--- src/rtl/bus_gnrtr_n_arbiter.sv ---
// Bus generator N-port arbiter.
// One independent IDLE -> POP -> PUSH arbiter per bus moves a packet from the
// granted driver port to its destination port(s), or to all ports on broadcast.
// Defining ARB_ROUND_ROBIN_EN selects round-robin arbitration; the default
// build uses fixed priority (lowest pending index wins).
module bus_gnrtr_n_arbiter #(
    parameter int         bits      = 1,
    parameter int         drvrs     = 4,
    parameter int         pckg_sz   = 16,
    parameter logic [7:0] broadcast = 8'hFF
) (
    input  logic                                  clk,
    input  logic                                  reset,
    input  logic [bits-1:0][drvrs-1:0]            pndng,
    input  logic [bits-1:0][drvrs-1:0][pckg_sz-1:0] D_pop,
    output logic [bits-1:0][drvrs-1:0]            pop,
    output logic [bits-1:0][drvrs-1:0]            push,
    output logic [bits-1:0][drvrs-1:0][pckg_sz-1:0] D_push
);

    localparam int IDX_W = (drvrs > 1) ? $clog2(drvrs) : 1;

    typedef enum logic [1:0] {
        IDLE = 2'd0,
        POP  = 2'd1,
        PUSH = 2'd2
    } state_t;

    for (genvar b = 0; b < bits; b++) begin : g_bus
        state_t                        state;
        state_t                        state_nxt;
        logic [IDX_W-1:0]              winner;
        logic [IDX_W-1:0]              winner_nxt;
        logic                          any_pend;
        logic [pckg_sz-1:0]            pkt;
        logic [7:0]                    dest;
        logic [drvrs-1:0]              pop_b;
        logic [drvrs-1:0]              push_b;
        logic [drvrs-1:0][pckg_sz-1:0] dpush_b;

`ifdef ARB_ROUND_ROBIN_EN
        logic [IDX_W-1:0]              ptr;

        // Round robin: first pending port strictly after the last winner, wrapping.
        always_comb begin
            int idx;
            winner_nxt = '0;
            any_pend   = 1'b0;
            idx        = 0;
            for (int off = 1; off <= drvrs; off++) begin
                idx = int'(ptr) + off;
                if (idx >= drvrs) begin
                    idx = idx - drvrs;
                end
                if (!any_pend && pndng[b][IDX_W'(idx)]) begin
                    winner_nxt = IDX_W'(idx);
                    any_pend   = 1'b1;
                end
            end
        end
`else
        // Fixed priority: lowest-index pending port wins.
        always_comb begin
            winner_nxt = '0;
            any_pend   = 1'b0;
            for (int i = 0; i < drvrs; i++) begin
                if (!any_pend && pndng[b][i]) begin
                    winner_nxt = IDX_W'(i);
                    any_pend   = 1'b1;
                end
            end
        end
`endif

        // State, grant and packet registers; winner is frozen for the whole transfer.
        always_ff @(posedge clk or negedge reset) begin
            if (!reset) begin
                state  <= IDLE;
                winner <= '0;
                pkt    <= '0;
`ifdef ARB_ROUND_ROBIN_EN
                ptr    <= '0;
`endif
            end else begin
                state <= state_nxt;
                if (state == IDLE && any_pend) begin
                    winner <= winner_nxt;
                end
                if (state == POP) begin
                    pkt <= D_pop[b][winner];
`ifdef ARB_ROUND_ROBIN_EN
                    ptr <= winner;
`endif
                end
            end
        end

        // Next-state: each transfer is exactly one POP and one PUSH cycle.
        always_comb begin
            state_nxt = state;
            case (state)
                IDLE:    if (any_pend) state_nxt = POP;
                POP:     state_nxt = PUSH;
                PUSH:    state_nxt = IDLE;
                default: state_nxt = IDLE;
            endcase
        end

        assign dest = pkt[pckg_sz-1 -: 8];

        // Strobes and delivered data; everything is zero outside an active strobe.
        always_comb begin
            pop_b   = '0;
            push_b  = '0;
            dpush_b = '0;
            if (state == POP) begin
                pop_b[winner] = 1'b1;
            end
            if (state == PUSH) begin
                if (dest == broadcast) begin
                    push_b         = '1;
                    push_b[winner] = 1'b0;
                end else if (int'(dest) < drvrs) begin
                    push_b[dest[IDX_W-1:0]] = 1'b1;
                end
                if (|push_b) begin
                    dpush_b = {drvrs{pkt}};
                end
            end
        end

        assign pop[b]    = pop_b;
        assign push[b]   = push_b;
        assign D_push[b] = dpush_b;
    end

endmodule

--- config.mk ---
export PLATFORM = sky130hd
export DESIGN_NAME = bus_gnrtr_n_arbiter
export DESIGN_NICKNAME = d
export VERILOG_FILES = /design/src/rtl/bus_gnrtr_n_arbiter.sv
export SDC_FILE = /design/constraint.sdc
export NUM_CORES = 1
export LEC_CHECK = 0
export ABC_AREA = 1
export CAP_MARGIN = 25
export CORE_MARGIN = 3
export CORE_UTILIZATION = 32
export DETAILED_ROUTE_END_ITERATION = 16
export HOLD_SLACK_MARGIN = 0.05
export PLACE_DENSITY = 0.79
export SLEW_MARGIN = 20
export SYNTH_ARGS = -nofsm -noshare
export SYNTH_HDL_FRONTEND = slang
export SYNTH_SLANG_ARGS = --single-unit
--- constraint.sdc ---
create_clock -name clk -period 1.7 [get_ports clk]
set_input_delay 0.425 -clock clk [delete_from_list [all_inputs] [get_ports clk]]
set_output_delay 0.425 -clock clk [all_outputs]
set_load 0.005 [all_outputs]
==> reports/qor.yml, run 1 <==
drtAntennaViolNets: 0
clock_path_buffers: 2
ir_drop_mv: 0.625
cts.reportedPaths.clkPinSlew_ns: 0.07
final_max_slew_viol_count: 0
r2r_cells: 8
violations: "negative setup slack"
fp.dieW_um: 83.9
placementRows: 27
post-route-worst-setup-slack_ns: -0.586
synth_nets: 354
synth_cell_type_count: 22
hold_path_depth: 2
drt_drc_violations_left: 0
timing.critical_path.required_ns: 1.27
holdBufCountCts: 0
synth_top_family_by_area: "simple AND/OR/NAND/NOR gates"
fp.coreArea_mm2: 0.00568
area_growth_pct: 81.9
yosys.area.top_type_share: 0.258
post_synth_xor_area_fraction: 0
regToRegSetupSlack_ns: 0.28
routedWlPerCell_um: 13.7
layout_worst_path_cycle_share: 1.34
drive_above_1_share: 0.445
cts_num_sinks: 20
route.detailed.vias_per_inst: 4.69
crit_type: "flop to primary output"
worst_hold_slack_ns: 0.492
synthesized_area_per_cell_um2: 6.83
synth_compound_gate_area_share: 0.156
yosys.area.top_type: "sky130_fd_sc_hd__dfrtp_1"
fillCellCount: 492
pin_count: 142
antenna-diode-count: 0
final-hold-violation-count: 0
critPathMaxFanout: 8
worst_setup_path_end_kind: "primary output"
max_freq_ghz: 0.437
post_synth_mux_area_share: 0
synth.ff_latch_count: 20
post-dp-hpwl_um: 5240
timing_worst_slew_pin_value_ns: 0.374
initial_drc_count: 72
rsz0062_at_grt: "yes"
clock_tree.root_cell: "sky130_fd_sc_hd__clkbuf_8"
place_inst: 481
max_cap_viol_count: 0
outcome: "finished with violations"
ys_top_cells_by_area: "sky130_fd_sc_hd__dfrtp_1 26%, sky130_fd_sc_hd__buf_4 19%, sky130_fd_sc_hd__nand2_1 18%"
layout.nets: 502
antenna_found_initial: 0
synth.yosys.seq_area_share: 0.258
effective_utilization_at_floorplan: 0.342
postSynthCellCount: 284
slew_headroom: 0.750
routed_met1_length_um: 2620
synth_warnings: 0
place.port_buffers: 141
design.die.area_mm2: 0.00703
routed-wl-met3_um: 469
p_leak_nw: 1.65
fp.dieH_um: 83.9
grt_use_total: 0.185
totalWireLength_um: 6880
largest_net_degree_at_the_start_of_global_routing: 21
place.gp.congestion: 0.804
globalRouteOverflowTotal: 0
vias_in_the_first_global_route: 2313
setup-violations-final: 69
post_synth_fa_ha_maj_area_fraction: 0
leading_cell_type_in_the_layout_fill_and_taps_excluded: "sky130_fd_sc_hd__nand2_1"
min_period_ns: 2.29
firstDrtPassIters: 4
worstPathArrival_ns: 1.86
route.met2.wl_um: 3730
worst_setup_path_start_kind: "flop"
power_density_mw_per_mm2: 1150
vias: 2361
yosys.area_share.simple: 0.335
topRoutingLayerUsed: "met4"
wire_length_of_the_first_global_routing_pass_um: 10800
layout.cells.most_common_list: "88 x sky130_fd_sc_hd__nand2_1, 69 x sky130_fd_sc_hd__clkdlybuf4s50_1, 65 x sky130_fd_sc_hd__buf_2"
clock_tree_from_tritoncts: "done"
worstHoldPathType: "flop to flop"
ctsHtreeMaxLevel: 1
finalNonFillerCells: 503
cts_inserted_buffers: 3
clk_latency_ns: 0.26
place_ws_ns: -0.618
post_synth_instance_area_mm2: 0.00194
worst_clock_skew_ns: 0.00136
==> synthesized netlist by cell type, drive strengths merged <==
cell type / number
nand4: 7
a22oi: 1
a21oi: 31
o21ai: 3
inv: 16
dfrtp: 20
a41oi: 10
nor2: 35
nand2: 98
buf: 55
nand3: 5
clkbuf: 3
==> area by class of cell <==
| cell class | count | area [um^2] | share of cell area |
|---|---|---|---|
| Inverter | 16 | 60.1 | 0.0170 |
| Sequential cell | 20 | 504 | 0.143 |
| Timing Repair Buffer | 200 | 1620 | 0.459 |
| Multi-Input combinational cell | 191 | 1200 | 0.339 |
| Clock buffer | 4 | 55.1 | 0.0156 |
| Tap cell | 72 | 90.1 | 0.0255 |
==> state kept, by name, summed over array words and instances (netlist names) <==
register,cells
g_bus.pkt,16
g_bus.state,2
g_bus.winner,2
==> what timing repair did <==
action                                  4_1_cts  5_1_grt
buffers inserted                              9       16
endpoints found under the setup margin       72       72
gates cloned                                  1        0
gates resized for setup                     288       30
hold endpoints to repair                      0        0
pin swaps                                    27       19
==> through the flow <==
step                      cell area (um^2)  TNS, ns  utilization  power (mW)
after floorplan                       2100    -4.06            -        2.29
after global placement                3490   -35.49        0.615        3.31
after detailed placement              3490   -37.50        0.615        3.37
after CTS                             3350   -31.04        0.590        3.84
after global routing                  3530   -42.09        0.621        4.38
final                                 3530   -35.28        0.621        4.06
==> power by group <==
group	switching [mW]	total [mW]	internal, mW	leakage, nW
Combinational	1.47	2.73	1.25	1.39
Sequential	0.246	0.972	0.726	0.233
Clock	0.156	0.362	0.206	0.0288
Total	1.88	4.06	2.18	1.65
==> path summary, 6_finish.rpt <==
check / start / end
hold reg to reg: g_bus[0].pkt[2] / g_bus[0].pkt[2]
max in group asynchronous: reset / g_bus[0].winner[0]
hold / removal: g_bus[0].pkt[2] / g_bus[0].pkt[2]
setup reg to reg: g_bus[0].winner[1] / g_bus[0].pkt[1]
setup / recovery: g_bus[0].pkt[12] / D_push[40]
min in group asynchronous: reset / g_bus[0].pkt[5]
==> routing by layer <==
| metal | vias up | track usage |
|---|---|---|
| met2 | 103 | 0.346 |
| met1 | 1089 | 0.209 |
| met3 | 6 | 0.0375 |
| li1 | 1163 | - |
| met5 | - | 0 |
| met4 | 0 | 0.0570 |
==> cells by family after synthesis <==
family                 Yosys count
AOI/OAI and AO/OA               45
buffers and inverters           74
DFF                             20
and+or+nand+nor                145
==> worst max-delay path, stage by stage, from the launching register on <==
cell,delay (ns)
sky130_fd_sc_hd__dfrtp_1,0.43
sky130_fd_sc_hd__nor2_2,0.14
sky130_fd_sc_hd__nand2_1,0.09
sky130_fd_sc_hd__nor2_2,0.18
sky130_fd_sc_hd__nand2_2,0.09
sky130_fd_sc_hd__nand2_2,0.10
sky130_fd_sc_hd__nor2_4,0.09
sky130_fd_sc_hd__buf_12,0.17
sky130_fd_sc_hd__a21oi_4,0.17
sky130_fd_sc_hd__buf_2,0.14
No activity file was read; power rests on OpenSTA's default activity.
==> inputs of run 2 (changes only) <==
- GPL_TIMING_DRIVEN: default -> 1
- SLEW_MARGIN: 20 -> default
==> results of run 2 <==
No change in the layout: final DEF, timing and power equal those of run 1.
